--- src/rtl/mv_pkg.sv ---
// Shared constants and FSM state type for the motion-vector result packer.
package mv_pkg;

    localparam int SAE_W_DEF = 10;
    localparam int MV_W_DEF  = 3;
    localparam int REC_W     = 16;
    localparam int BYTE_W    = 8;

    typedef enum logic [1:0] {
        ST_IDLE    = 2'd0,
        ST_SEND_HI = 2'd1,
        ST_SEND_LO = 2'd2
    } mv_state_e;

endpackage

--- src/rtl/mv_result_fifo.sv ---
// Synchronous record FIFO with head-peek; a push into a full FIFO is taken only
// when a pop happens on the same edge.
module mv_result_fifo #(
    parameter int DEPTH = 4,
    parameter int W     = 16
) (
    input  logic                     clk_i,
    input  logic                     rst_i,
    input  logic                     push_i,
    input  logic [W-1:0]             data_i,
    input  logic                     pop_i,
    output logic [W-1:0]             head_o,
    output logic                     full_o,
    output logic                     empty_o,
    output logic [$clog2(DEPTH):0]   count_o
);

    localparam int PTR_W = $clog2(DEPTH);
    localparam int CNT_W = PTR_W + 1;

    logic [PTR_W-1:0] wr_ptr_q, wr_ptr_d;
    logic [PTR_W-1:0] rd_ptr_q, rd_ptr_d;
    logic [CNT_W-1:0] count_q, count_d;
    logic [W-1:0]     mem_q [DEPTH];
    logic             do_push;
    logic             do_pop;

    assign full_o  = (count_q == CNT_W'(DEPTH));
    assign empty_o = (count_q == '0);
    assign do_pop  = pop_i && !empty_o;
    assign do_push = push_i && (!full_o || do_pop);
    assign head_o  = mem_q[rd_ptr_q];
    assign count_o = count_q;

    // Pointers are exactly log2(DEPTH) bits wide, so they wrap modulo DEPTH.
    always_comb begin
        wr_ptr_d = wr_ptr_q;
        rd_ptr_d = rd_ptr_q;
        if (do_push) wr_ptr_d = wr_ptr_q + PTR_W'(1);
        if (do_pop)  rd_ptr_d = rd_ptr_q + PTR_W'(1);
        count_d = count_q + CNT_W'(do_push) - CNT_W'(do_pop);
    end

    always_ff @(posedge clk_i) begin
        if (rst_i) begin
            wr_ptr_q <= '0;
            rd_ptr_q <= '0;
            count_q  <= '0;
        end else begin
            wr_ptr_q <= wr_ptr_d;
            rd_ptr_q <= rd_ptr_d;
            count_q  <= count_d;
        end
    end

    always_ff @(posedge clk_i) begin
        if (do_push) mem_q[wr_ptr_q] <= data_i;
    end

endmodule

--- src/rtl/mv_result_packer.sv ---
// Queues 16-bit search results {min_sae, mv_y, mv_x} and streams each one out
// as two bytes, high byte first, over a valid/ready byte interface.
module mv_result_packer
    import mv_pkg::*;
#(
    parameter int DEPTH = 4,
    parameter int SAE_W = SAE_W_DEF,
    parameter int MV_W  = MV_W_DEF
) (
    input  logic                   wb_clk_i,
    input  logic                   wb_rst_i,
    input  logic                   res_valid,
    input  logic [SAE_W-1:0]       min_sae,
    input  logic [MV_W-1:0]        motion_vec_x,
    input  logic [MV_W-1:0]        motion_vec_y,
    input  logic                   out_ready,
    output logic [BYTE_W-1:0]      out_data,
    output logic                   out_valid,
    output logic                   out_last,
    output logic [$clog2(DEPTH):0] fifo_count,
    output logic                   overflow,
    output logic [7:0]             drop_cnt,
    output mv_state_e              dbg_state
);

    localparam int CNT_W = $clog2(DEPTH) + 1;

    // Byte handshake: a byte transfers on a rising edge where out_valid && out_ready.
    // out_valid/out_data/out_last depend only on registered state, never on out_ready.

    mv_state_e        state_q, state_d;
    logic [REC_W-1:0] rec_in;
    logic [REC_W-1:0] head;
    logic             fifo_full;
    logic             fifo_empty;
    logic             pop;
    logic             push_ok;
    logic             drop;
    logic             overflow_q, overflow_d;
    logic [7:0]       drop_cnt_q, drop_cnt_d;

    assign rec_in  = {min_sae, motion_vec_y, motion_vec_x};
    assign pop     = (state_q == ST_SEND_LO) && out_ready;
    assign push_ok = res_valid && (!fifo_full || pop);
    assign drop    = res_valid && fifo_full && !pop;

    mv_result_fifo #(
        .DEPTH (DEPTH),
        .W     (REC_W)
    ) u_fifo (
        .clk_i   (wb_clk_i),
        .rst_i   (wb_rst_i),
        .push_i  (res_valid),
        .data_i  (rec_in),
        .pop_i   (pop),
        .head_o  (head),
        .full_o  (fifo_full),
        .empty_o (fifo_empty),
        .count_o (fifo_count)
    );

    always_ff @(posedge wb_clk_i) begin
        if (wb_rst_i) begin
            state_q    <= ST_IDLE;
            overflow_q <= 1'b0;
            drop_cnt_q <= '0;
        end else begin
            state_q    <= state_d;
            overflow_q <= overflow_d;
            drop_cnt_q <= drop_cnt_d;
        end
    end

    // A same-edge push counts as a remaining record, so streaming has no idle gap.
    always_comb begin
        state_d = state_q;
        unique case (state_q)
            ST_IDLE:    if (!fifo_empty) state_d = ST_SEND_HI;
            ST_SEND_HI: if (out_ready) state_d = ST_SEND_LO;
            ST_SEND_LO: begin
                if (out_ready) begin
                    if ((fifo_count > CNT_W'(1)) || push_ok) state_d = ST_SEND_HI;
                    else                                     state_d = ST_IDLE;
                end
            end
            default:    state_d = ST_IDLE;
        endcase
    end

    always_comb begin
        out_valid = 1'b0;
        out_data  = '0;
        out_last  = 1'b0;
        unique case (state_q)
            ST_SEND_HI: begin
                out_valid = 1'b1;
                out_data  = head[REC_W-1:BYTE_W];
            end
            ST_SEND_LO: begin
                out_valid = 1'b1;
                out_data  = head[BYTE_W-1:0];
                out_last  = 1'b1;
            end
            default: ;
        endcase
    end

    always_comb begin
        overflow_d = overflow_q | drop;
        drop_cnt_d = drop_cnt_q;
        if (drop && (drop_cnt_q != 8'hFF)) drop_cnt_d = drop_cnt_q + 8'd1;
    end

    assign overflow  = overflow_q;
    assign drop_cnt  = drop_cnt_q;
    assign dbg_state = state_q;

endmodule

--- config.mk ---
export PLATFORM = sky130hd
export DESIGN_NAME = mv_result_packer
export DESIGN_NICKNAME = d
export VERILOG_FILES = /design/src/rtl/mv_pkg.sv /design/src/rtl/mv_result_fifo.sv /design/src/rtl/mv_result_packer.sv
export SDC_FILE = /design/constraint.sdc
export NUM_CORES = 1
export LEC_CHECK = 0
export BUFFER_PORTS_ARGS = -buffer_cell sky130_fd_sc_hd__buf_2
export CAP_MARGIN = 10
export CORE_MARGIN = 2
export CORE_UTILIZATION = 55
export DETAILED_ROUTE_END_ITERATION = 10
export PLACE_DENSITY = 0.78
export SLEW_MARGIN = 10
export SYNTH_ARGS = -nofsm -noshare
export SYNTH_HDL_FRONTEND = slang
export SYNTH_SLANG_ARGS = --single-unit
--- constraint.sdc ---
create_clock -name wb_clk_i -period 3.9 [get_ports wb_clk_i]
set_clock_uncertainty 0.05 [all_clocks]
set_input_delay 0.195 -clock wb_clk_i [delete_from_list [all_inputs] [get_ports wb_clk_i]]
set_output_delay 0.195 -clock wb_clk_i [all_outputs]
set_load 0.005 [all_outputs]
Yosys cells after proc, flatten, opt, wreduce, memory -nomap -nowiden
Memories as Yosys holds them, arrays and structs flattened. A register that Yosys moved wholly into a read port is not among the register bits.
Cells that the tools add are included.
{ "op_classes": {"addsub": 5, "magnitude_cmp": 1, "eq_ne": 7, "n_mux": 12, "bitwise": 1, "n_reduce_logical": 17} }
{ "ops": {"columns": ["cell", "count"], "rows": [
  ["$pmux W8 S2", 1],
  ["$mux W2", 5],
  ["$add A8 B1 Y8 const B", 1],
  ["$ne A8 B8 Y1 const B", 1],
  ["$logic_and A1 B1 Y1", 7],
  ["$ne A2 B2 Y1 const B", 3],
  ["$pmux W2 S3", 1],
  ["$mux W1", 5],
  ["$add A2 B1 Y2 const B", 2],
  ["$add A3 B1 Y3", 1],
  ["$eq A3 B3 Y1 const B", 1],
  ["$gt A3 B1 Y1 const B", 1],
  ["$logic_not A1 Y1", 3],
  ["$logic_not A3 Y1", 1],
  ["$logic_or A1 B1 Y1", 3],
  ["$reduce_and A3 Y1", 1],
  ["$sub A3 B1 Y3", 1],
  ["$eq A2 B1 Y1 const B", 1],
  ["$eq A2 B2 Y1 const B", 1],
  ["$logic_not A2 Y1", 1],
  ["$reduce_or A2 Y1", 1],
  ["$or A1 B1 Y1", 1]
]} }
{ "totals": {"ff_bits": 18, "ram_bits": 64, "out_inout_bits": 24, "word_cells": 50, "mem_count": 1} }
{ "mem_list": {"columns": ["name", "words", "width", "read_ports", "rd_ports_with_merged_regs", "wr", "line", "rtl"], "rows": [
  ["u_fifo.mem_q", 4, 16, 1, 1, 1, "mv_result_fifo.sv:24", "logic [W-1:0] mem_q [DEPTH];"]
]} }

Depth between registers and ports, before layout
Gate-level depths: netlist of the first run.
{ "depth": {"depth_word": 8, "depth_mapped": 11} }

Hierarchy
A second synthesis of the first run with hierarchy kept.
{ "unflattened": {"hier_cells": 215, "hier_area_um2": 3599.7} }
{ "by_module_without_submodules": {"columns": ["mod", "n_inst", "cells_per_inst", "area_per_inst_um2", "seq_area_each_um2"], "rows": [
  ["mv_result_fifo", 1, 131, 2877.8, 2102.0],
  ["mv_result_packer", 1, 84, 721.9, 220.2]
]} }

Worst setup path before layout of the first run
No wires, ideal clock.
{ "synth_timing": {"kind": "reg2reg", "from": "register state_q[0], in the netlist dbg_state[0]", "to": "register u_fifo.count_q[2], in the netlist u_fifo.count_o[2]", "setup_ps": 128, "arrival_ps": 2165, "required_time_ps": 3722, "path_slack_ps": 1558, "path_stages_with_launch": 12, "n_path_buf": 1, "path_cell_list": "dfxtp_1 > inv_1 > ha_1 > clkbuf_1 > o311a_2 > ha_1 > inv_1 > ha_1 > inv_1 > fa_1 > xnor2_1 > nor2_1"} }
{ "synth_between": {"elab_chain_len": 7} }
{ "synth_lines": {"columns": ["item", "line", "rtl"], "rows": [
  ["from (decl)", "mv_result_packer.sv:31", "mv_state_e state_q, state_d;"],
  ["from (signal assigned)", "mv_result_packer.sv:68", "state_q <= state_d;"],
  ["$eq A2 B2 Y1 (*)", "mv_result_packer.sv:43", "assign pop = (state_q == ST_SEND_LO) && out_ready;"],
  ["$logic_and A1 B1 Y1 (*)", "mv_result_packer.sv:43", null],
  ["$logic_and A1 B1 Y1 (*)", "mv_result_fifo.sv:30", "assign do_pop = pop_i && !empty_o;"],
  ["net u_fifo.do_pop", "mv_result_fifo.sv:26", "logic do_pop;"],
  ["$logic_or A1 B1 Y1", "mv_result_fifo.sv:31", "assign do_push = push_i && (!full_o || do_pop);"],
  ["$logic_and A1 B1 Y1", "mv_result_fifo.sv:31", null],
  ["$add A3 B1 Y3", "mv_result_fifo.sv:41", "count_d = count_q + CNT_W'(do_push) - CNT_W'(do_pop);"],
  ["$sub A3 B1 Y3 (*)", "mv_result_fifo.sv:41", null],
  ["to (signal assigned)", "mv_result_fifo.sv:52", "count_q <= count_d;"],
  ["to (decl)", "mv_result_fifo.sv:23", "logic [CNT_W-1:0] count_q, count_d;"]
]} }
The timed path passes the listed nets; every way through them passes the cells marked *.
A chain may end at the register's enable or synchronous reset.

Worst setup path in the final report of the first run
{ "layout_timing": {"from": "register state_q[0], in the netlist dbg_state[0]", "to": "memory u_fifo.mem_q[1][12], enable pin"} }
{ "layout_between": {"elab_chain_len": 7} }
{ "layout_lines": {"columns": ["item", "line", "rtl"], "rows": [
  ["$eq A2 B2 Y1", "mv_result_packer.sv:43", null],
  ["$logic_and A1 B1 Y1", "mv_result_packer.sv:43", null],
  ["$logic_and A1 B1 Y1", "mv_result_fifo.sv:30", null],
  ["$logic_or A1 B1 Y1", "mv_result_fifo.sv:31", null],
  ["$logic_and A1 B1 Y1", "mv_result_fifo.sv:31", null],
  ["net u_fifo.do_push", "mv_result_fifo.sv:25", "logic do_push;"],
  ["$mux W1", "mv_result_fifo.sv:57", "if (do_push) mem_q[wr_ptr_q] <= data_i;"],
  ["$mux W1 (implied by the code)", "mv_result_fifo.sv:57", null],
  ["to (decl)", "mv_result_fifo.sv:24", null]
]} }
The timed path passes the listed nets, and every way through them passes these cells.

==> results of run 1 <==
-- synth_stat cells (2+ instances only) --
master                     count  area, sq um
sky130_fd_sc_hd__mux2_2        2         22.5
sky130_fd_sc_hd__ha_1         14          175
sky130_fd_sc_hd__mux2i_1       4         40.0
sky130_fd_sc_hd__a21oi_1       4         20.0
sky130_fd_sc_hd__clkbuf_1      4         15.0
sky130_fd_sc_hd__edfxtp_1     64         1920
sky130_fd_sc_hd__inv_1        13         48.8
sky130_fd_sc_hd__xnor2_1       3         26.3
sky130_fd_sc_hd__dfxtp_1      20          400
sky130_fd_sc_hd__nor2b_1      11         68.8
sky130_fd_sc_hd__and2_1        4         25.0
sky130_fd_sc_hd__o311ai_0      3         26.3
sky130_fd_sc_hd__nand3_1       2         10.0
sky130_fd_sc_hd__nand4_1       3         18.8
sky130_fd_sc_hd__o41ai_1       3         26.3
sky130_fd_sc_hd__nand2_1       9         33.8
sky130_fd_sc_hd__nor2_1       12         45.0
sky130_fd_sc_hd__mux4_2       16          360
sky130_fd_sc_hd__a22oi_1       8         60.1
-- report_power, final --
part	internal (mW)	switching, mW	leakage, nW	total, mW
logic	0.217	0.259	0.620	0.475
registers	1.07	0.0540	0.749	1.12
clock network	0.241	0.338	0.0921	0.580
total	1.53	0.651	1.46	2.18
-- worst paths after layout --
check	start	end	cells past startpoint
setup / recovery	dbg_state[0]	u_fifo.mem_q[1][12]	5
setup reg to reg	dbg_state[0]	u_fifo.mem_q[1][12]	5
hold reg to reg	overflow	overflow	2
hold / removal	motion_vec_y[1]	u_fifo.mem_q[1][4]	1
-- critical path, stage by stage, from the launching register on --
cell	delay, ns
sky130_fd_sc_hd__dfxtp_1	0.38
sky130_fd_sc_hd__inv_1	0.11
sky130_fd_sc_hd__ha_1	0.51
sky130_fd_sc_hd__nand2_1	0.25
sky130_fd_sc_hd__a31oi_2	0.45
sky130_fd_sc_hd__and2_1	0.74
-- layout make-up --
cell class,instances,area (sq um),area share
Sequential cell,84,2320,0.570
Multi-Input combinational cell,117,1140,0.280
Timing Repair Buffer,50,283,0.0694
Clock buffer,9,124,0.0304
Tap cell,77,96.3,0.0237
Clock inverter,7,58.8,0.0144
Inverter,13,48.8,0.0120
-- per-stage QoR --
stage	hold slack (ns)	util	power [mW]	setup WS (ns)
floorplan	0.244	-	1.46	1.56
global placement	0.362	0.607	1.60	1.17
detailed placement	0.369	0.607	1.62	1.03
CTS	0.00140	0.643	2.20	0.959
global route	0.00103	0.645	2.29	0.849
finish	0.0108	0.645	2.18	1.04
-- layer usage --
metal,GRT usage,up-vias,wire [microns]
met2,0.299,62,3000
li1,-,957,-
met4,0.0722,0,95
met1,0.244,983,2690
met3,0.0501,10,332
met5,0,-,0
-- cell families (layout without fill, tap and decap cells) --
group           Yosys count  after routing  share of synthesized area
fa+ha+maj                15             15                     0.0549
xor+xnor                  4              4                    0.00986
flops                    84             84                      0.654
mux                      22             22                      0.119
buf+inv                  21             79                     0.0257
compound gates           26             26                     0.0570
simple gates             50             50                     0.0799
-- state kept, by name (all words and copies together) (netlist names), named ones only --
register / flops
u_fifo.mem_q: 64
drop_cnt: 8
u_fifo.count_o: 3
dbg_state: 2
u_fifo.rd_ptr_q: 2
u_fifo.wr_ptr_q: 2
overflow: 1
-- what timing repair did --
action / 4_1_cts / 5_1_grt
hold endpoints to repair: 20 / 1
resized for setup: 0 / 0
hold buffers: 5 / 1
==> out/metrics.sh, run 1 <==
RUN_STATUS='complete, no violations'
GRT_START_MAX_NET_PINS=22
CP.ARRIVAL_NS=2.80
WIDTH_OF_THE_DIE_MICRONS=84.4
PLACEMENT.IO_BUFFERS=43
MAX_CAP_VIOL_COUNT=0
SYN_AREA_SQ_UM=3550
SYNTH_CELLS=222
TRITONCTS_NUM_SINKS=84
POST-ROUTE-MIN-PERIOD_NS=2.86
DP_HPWL_MICRONS=4000
SYNTHESIS.AREA_PER_INSTANCE_SQ_UM=16.0
PWR_DENSITY_CELL_nW_PER_UM2=535
ENDPOINT_KIND='flip-flop'
RSZ0062_AT_GRT='false'
PLACED_CELL_AREA_SQ_UM=3830
WORST_PIN_SLEW_NS=0.834
POSTCTSSETUPREPAIRBUFS=0
ANTENNA_FOUND_INITIAL=0
CTS.HTREE.LEVELS=3
CORE_AREA_SQ_UM=6310
FLOW.AREA_GROWTH_FROM_SYNTHESIS_PCT=14.6
CRITPATHLAUNCHTYPE='flip-flop'
DIE_H_MICRONS=84.4
WORST-SETUP-PATH-TYPE='reg2reg'
YOSYSSEQAREASHARE=0.654
ASYNC_RESET_FF_FRAC=0
TIMING.FINAL.HOLD_VIOLATIONS=0
WORST_HOLD_PATH_TYPE='in2reg'
GLOBALPLACE.CONGESTION=0.835
VIA_COUNT_OF_THE_FIRST_GLOBAL_ROUTING_PASS=1965
DR_WL_CELL_MICRONS=17.1
REQUIRED_NS=3.83
YOSYS_REGISTER_BITS=84
SYNTH_NETS=257
STANDARD_CELL_ROW_COUNT=29
DIE_AREA_SQ_UM=7120
DRT_DRC_VIOLATIONS_LEFT=0
STATIC-LEAKAGE-POWER_nW=1.46
CRIT_FANOUT=16
MOST-COMMON-LAYOUT-CELLS='sky130_fd_sc_hd__edfxtp_1 (64), sky130_fd_sc_hd__buf_2 (43), sky130_fd_sc_hd__dfxtp_1 (20)'
DRT_PASS1_ITERATIONS=4
PLACED_CELLS_INCL_TAPS=335
SYNTH_ENABLE_FLOP_CELLS=64
FIN_SETUP_TNS_NS=0
SETUP_VIOL_COUNT_FINAL=0
GLOBAL_ROUTE.USAGE.TOTAL=0.186
CLK_LATENCY_NS=0.35
FIRST_ITER_VIOLATIONS=152
FINISH.NET_COUNT=310
YOSYSWARNINGCOUNT=0
DIODES=0
GRT.OVERFLOW.TOTAL=0
BOUNDARYPINS=44
LAYOUT-DRIVE-GT1-SHARE=0.307
GRT_FIRST_PASS_WIRELENGTH_MICRONS=9960
FINAL-MAX-SLEW-VIOLATION-COUNT=0
YS_DOMINANT_REG_CELL='sky130_fd_sc_hd__edfxtp_1'
PEAKVDDDROP_mV=0.297
FINAL.PERIOD_UTILIZATION=0.734
FLOORPLAN.INITIALDENSITY=0.563
LAYOUT.CELLS.MOST_COMMON='sky130_fd_sc_hd__edfxtp_1'
FIN_AREA_SQ_UM=4070
CLK_TRANSITION_REPORTED_PATHS_NS=0.09
FINAL_CELLS=357
CTSLONGESTPATHBUFFERS=2
ANT_NETS=0
VIAS=2012
CTS_TREE='yes'
ROUTE.FINAL.WIRE_LENGTH_MICRONS=6120
MEAN_NUMBER_OF_VIAS_PER_CELL=5.64
TIMING.FMAX_MHz=349
CTS-BUFFERS-INSERTED=9
CLK_ROOT_BUFFER_CELL='sky130_fd_sc_hd__clkbuf_8'
LAYOUT.FILLER_CELLS=464
REG2REG_SETUP_SLACK_NS=1.04
POST_SYNTH_NUM_CELL_TYPES=42
SLEW_HEADROOM=0.444
(Power assumes the default switching activity.)
==> run 2, diff against run 1 <==
--- a/config.mk
+++ b/config.mk
@@ -5,12 +5,13 @@
 export SDC_FILE = /design/constraint.sdc
 export NUM_CORES = 1
 export LEC_CHECK = 0
+export ABC_AREA = 1
 export BUFFER_PORTS_ARGS = -buffer_cell sky130_fd_sc_hd__buf_2
 export CAP_MARGIN = 10
 export CORE_MARGIN = 2
-export CORE_UTILIZATION = 55
+export CORE_UTILIZATION = 52
 export DETAILED_ROUTE_END_ITERATION = 10
-export PLACE_DENSITY = 0.78
+export PLACE_DENSITY = 0.77
 export SLEW_MARGIN = 10
 export SYNTH_ARGS = -nofsm -noshare
 export SYNTH_HDL_FRONTEND = slang
==> constraint.sdc (replaced) <==
create_clock -name wb_clk_i -period 2.37 [get_ports wb_clk_i]
set_clock_uncertainty 0.05 [all_clocks]
set_input_delay 0.1185 -clock wb_clk_i [delete_from_list [all_inputs] [get_ports wb_clk_i]]
set_output_delay 0.1185 -clock wb_clk_i [all_outputs]
set_load 0.005 [all_outputs]
==> run 2 against run 1 <==
Against the previous run: sequential cell count unchanged; via count increased by 28%; synthesized area increased by 2.6%; final area increased by 7.7%; hold slack better by 0.013 ns; non-clock buffer count grew 21; critical path depth up 6; first-iteration DRC count up 23%; utilization barely moved; power up 68%; largest cell class unchanged.
==> out/metrics.sh, run 2 <==
RUN_STATUS='complete, no violations'  # unchanged
ANTENNA_FOUND_INITIAL=0  # unchanged
DRT_DRC_VIOLATIONS_LEFT=0  # unchanged
INTERNAL_PWR_TOTAL_mW=2.56  # was 1.53 mW
LARGEST_REGISTER_FFS=64  # unchanged
FIN_UTIL=0.645  # about the same
WORSTREGTOREGCELLS=11  # was 5
SETUP_VIOL_COUNT_FINAL=0  # unchanged
CRIT_PATH_TOP_DELAY_CELL='sky130_fd_sc_hd__fa_1'  # was sky130_fd_sc_hd__and2_1
SYNTH.MOST_COMMON_CELL='sky130_fd_sc_hd__edfxtp_1'  # unchanged
STATIC-LEAKAGE-POWER_nW=1.72  # was 1.46 nW
POST_SYNTH_NUM_CELL_TYPES=25  # was 42
NETLIST.TOP_CELL.BY_AREA='sky130_fd_sc_hd__edfxtp_1'  # unchanged
TIMING.CRITICAL_PATH.MAX_DELAY_FAMILY='adder cells'  # was simple AND/OR/NAND/NOR gates
CTSLONGESTPATHBUFFERS=2  # unchanged
FINAL.HOLD.WORST_SLACK_NS=0.0237  # was 0.0108 ns
GRT_START_MAX_NET_PINS=33  # was 22
REG2REG_SETUP_SLACK_NS=0.19  # was 1.04 ns
FLOW.AREA_GROWTH_FROM_SYNTHESIS_PCT=20.3  # was 14.6%
CRITPATHLAUNCHTYPE='flip-flop'  # unchanged
CLK_LATENCY_NS=0.34  # was 0.35 ns
TIMING.FMAX_MHz=458  # was 349 MHz
VIAS=2567  # was 2012
YS_DOMINANT_REG_CELL='sky130_fd_sc_hd__edfxtp_1'  # unchanged
SYN_AREA_SQ_UM=3640  # was 3550 sq um
WORST-SETUP-PATH-TYPE='reg2reg'  # unchanged
ROUTE.FINAL.WIRE_LENGTH_MICRONS=6810  # was 6120 microns
ENDPOINT_KIND='flip-flop'  # unchanged
BUSIEST_LAYER='met2'  # unchanged
STANDARD_CELL_ROW_COUNT=30  # was 29
CORE_AREA_SQ_UM=6790  # was 6310 sq um
FIN_SETUP_TNS_NS=0  # unchanged
WIDTH_OF_THE_DIE_MICRONS=87.7  # was 84.4 microns
GLOBAL_ROUTE.USAGE.TOTAL=0.187  # was 0.186
FINAL_CELLS=512  # was 357
SYNTH_NETS=376  # was 257
PWR_DENSITY_CELL_nW_PER_UM2=833  # was 535 nW/um^2
REQUIRED_NS=2.55  # was 3.83 ns
CTS_TREE='yes'  # unchanged
YOSYSSEQAREASHARE=0.637  # was 0.654
PLACEMENT.IO_BUFFERS=43  # unchanged
MIN_FROM='wb_rst_i'  # was motion_vec_y[1]
CRITICAL_PATH_CELL_SEQUENCE='inv_1, ha_1, nand2_1, a21oi_4, ha_1, inv_1, ha_1, inv_1, fa_1, xnor2_1, nor2_1'  # was inv_1, ha_1, nand2_1, a31oi_2, and2_1
WORST_HOLD_PATH_TYPE='in2reg'  # unchanged
SYNTH_COMMONEST_CELLS='sky130_fd_sc_hd__edfxtp_1 (64), sky130_fd_sc_hd__nor2_1 (61), sky130_fd_sc_hd__o21ai_0 (54), sky130_fd_sc_hd__nand2_1 (44), sky130_fd_sc_hd__inv_1 (26)'  # was sky130_fd_sc_hd__edfxtp_1 (64), sky130_fd_sc_hd__dfxtp_1 (20), sky130_fd_sc_hd__mux4_2 (16), sky130_fd_sc_hd__ha_1 (14), sky130_fd_sc_hd__inv_1 (13)
WORST_R2R_STARTPOINT='dbg_state[0]'  # unchanged
PEAKVDDDROP_mV=0.522  # was 0.297 mV
FLOORPLAN.INITIALDENSITY=0.536  # was 0.563
FINISH.NET_COUNT=446  # was 310
ANT_NETS=0  # unchanged
R2R_END='u_fifo.count_o[2]'  # was u_fifo.mem_q[1][12]
ROUTING_USAGE_ON_MET3=0.0490  # was 0.0501
YOSYSWARNINGCOUNT=0  # unchanged
YOSYS_REGISTER_BITS=84  # unchanged
ASYNC_RESET_FF_FRAC=0  # unchanged
FINAL-MAX-SLEW-VIOLATION-COUNT=0  # unchanged
CTS.HTREE.LEVELS=3  # unchanged
TRITONCTS_NUM_SINKS=84  # unchanged
CLK_ROOT_BUFFER_CELL='sky130_fd_sc_hd__clkbuf_8'  # unchanged
DP_HPWL_MICRONS=4440  # was 4000 microns
WORST_PIN_SLEW_NS=0.441  # was 0.834 ns
SLEW_HEADROOM=0.706  # was 0.444
CRITPATHMAXSTAGEDELAY_NS=0.38  # was 0.74 ns
CTS-BUFFERS-INSERTED=9  # unchanged
VIA_COUNT_OF_THE_FIRST_GLOBAL_ROUTING_PASS=2340  # was 1965
HOLD-PATH-ENDPOINT='drop_cnt[7]'  # was u_fifo.mem_q[1][4]
DIE_AREA_SQ_UM=7690  # was 7120 sq um
MET1_TRACK_UTILIZATION_FROM_GLOBAL_ROUTING=0.241  # was 0.244
GRT_UTIL_MET2=0.306  # was 0.299
CLK_TRANSITION_REPORTED_PATHS_NS=0.08  # was 0.09 ns
FINAL.PERIOD_UTILIZATION=0.922  # was 0.734
MAX_CAP_VIOL_COUNT=0  # unchanged
SYNTH_CELLS=341  # was 222
POST_SYNTH_MAIN_AREA_CONTRIBUTORS='sky130_fd_sc_hd__edfxtp_1 (53%), sky130_fd_sc_hd__dfxtp_1 (11%), sky130_fd_sc_hd__o21ai_0 (7.4%)'  # was sky130_fd_sc_hd__edfxtp_1 (54%), sky130_fd_sc_hd__dfxtp_1 (11%), sky130_fd_sc_hd__mux4_2 (10%)
SHARE_SEQ_OF_TOTAL_POWER=0.498  # was 0.516
SYNTH_ENABLE_FLOP_CELLS=64  # unchanged
DIE_H_MICRONS=87.7  # was 84.4 microns
GRT.OVERFLOW.TOTAL=0  # unchanged
DR_WL_CELL_MICRONS=13.3  # was 17.1 microns
COMBPWRFRAC=0.228  # was 0.218
POWER.SHARE.CLOCK=0.274  # was 0.266
P_SW_FRAC=0.298  # was 0.299
DIODES=0  # unchanged
MIN_PATH_CELLS=2  # was 1
MOST_FLOP_HEAVY_REGISTER='u_fifo.mem_q'  # unchanged
MOST-COMMON-LAYOUT-CELLS='sky130_fd_sc_hd__edfxtp_1 (64), sky130_fd_sc_hd__nor2_1 (61), sky130_fd_sc_hd__o21ai_0 (54)'  # was sky130_fd_sc_hd__edfxtp_1 (64), sky130_fd_sc_hd__buf_2 (43), sky130_fd_sc_hd__dfxtp_1 (20)
BOUNDARYPINS=44  # unchanged
PLACED_CELLS_INCL_TAPS=478  # was 335
FIRST_ITER_VIOLATIONS=187  # was 152
SYNTHESIS.AREA_PER_INSTANCE_SQ_UM=10.7  # was 16.0 sq um
LAYOUT.CELLS.MOST_COMMON='sky130_fd_sc_hd__edfxtp_1'  # unchanged
DRT_PASS1_ITERATIONS=4  # unchanged
POST-ROUTE-MIN-PERIOD_NS=2.18  # was 2.86 ns
GLOBALPLACE.CONGESTION=0.811  # was 0.835
NET-SWITCHING-POWER_mW=1.09  # was 0.651 mW
GRT_FIRST_PASS_WIRELENGTH_MICRONS=10800  # was 9960 microns
MEAN_NUMBER_OF_VIAS_PER_CELL=5.01  # was 5.64
TIMING.CRITICAL_PATH.BUF_INV=3  # was 1
AREA_FRACTION_OF_THE_DOMINANT_CELL_TYPE_AFTER_SYNTHESIS=0.527  # was 0.541
LAYOUT-DRIVE-GT1-SHARE=0.192  # was 0.307
RSZ0062_AT_GRT='false'  # unchanged
CRIT_FANOUT=6  # was 16
CP.ARRIVAL_NS=2.37  # was 2.80 ns
TIMING.FINAL.HOLD_VIOLATIONS=0  # unchanged
==> run 2: final cells by class <==
class                   instances  area, sq um
multi-input cells             218         1170
well taps                      96          120
clock buffers                  12          178
fillers                       550         2410
flip-flops and latches         84         2320
repair buffers                 71          465
inverters                      27          104
clock inverters                 4         25.0
==> run 2: stage by stage <==
step                      total power [mW]  setup WS, ns  cell area, sq um
after floorplan                       2.36         0.228              3640
after detailed placement              2.65         0.109              4000
final                                 3.65         0.185              4390
after global placement                2.63         0.217              4000
after CTS                             3.67        0.0939              4360
after global routing                  3.88        0.0443              4390
==> run 2: how the worst max path moves through the flow <==
stage | from | depth (start not counted) | slack [ns] | to
6_report | dbg_state[0] | 11 | 0.19 | u_fifo.count_o[2]
5_1_grt | dbg_state[0] | 11 | 0.04 | u_fifo.count_o[2]
4_1_cts | dbg_state[0] | 11 | 0.09 | u_fifo.count_o[2]
3_5_place_dp | dbg_state[0] | 11 | 0.11 | u_fifo.count_o[2]
3_3_place_gp | dbg_state[0] | 11 | 0.22 | u_fifo.count_o[2]
2_1_floorplan | dbg_state[0] | 11 | 0.23 | u_fifo.count_o[2]
==> run 2: layer usage <==
metal | share of wire | up-vias
met5 | 0 | -
met4 | 0.0094 | 0
met3 | 0.051 | 6
met2 | 0.49 | 67
met1 | 0.45 | 1203
li1 | - | 1291
==> run 2: kinds of logic (layout without fill, tap and decap cells) <==
kind of cell               Yosys count  count (layout)  share of synthesized area
and+or+nand+nor                    115             115                      0.135
DFF                                 84              84                      0.637
AOI/OAI and AO/OA                   81              81                      0.114
buffers and inverters               39             114                     0.0439
adders and majority gates           15              15                     0.0536
xor gates and xnor gates             7               7                     0.0168
==> run 2: power by group through the flow <==
stage               sequential (mW)  clock [mW]  combinational (mW)
floorplan                      1.84           0               0.523
global placement               1.84           0               0.783
detailed placement             1.85           0               0.801
CTS                            1.82        1.03               0.826
global route                   1.84        1.09               0.954
finish                         1.82       0.999               0.833
==> run 2: repair_timing <==
item | in CTS | in global routing
hold endpoints to repair | 64 | 0
setup endpoints to repair | 0 | 1
hold buffers | 16 | 0
buffers inserted | 0 | 2
resized for setup | 0 | 2
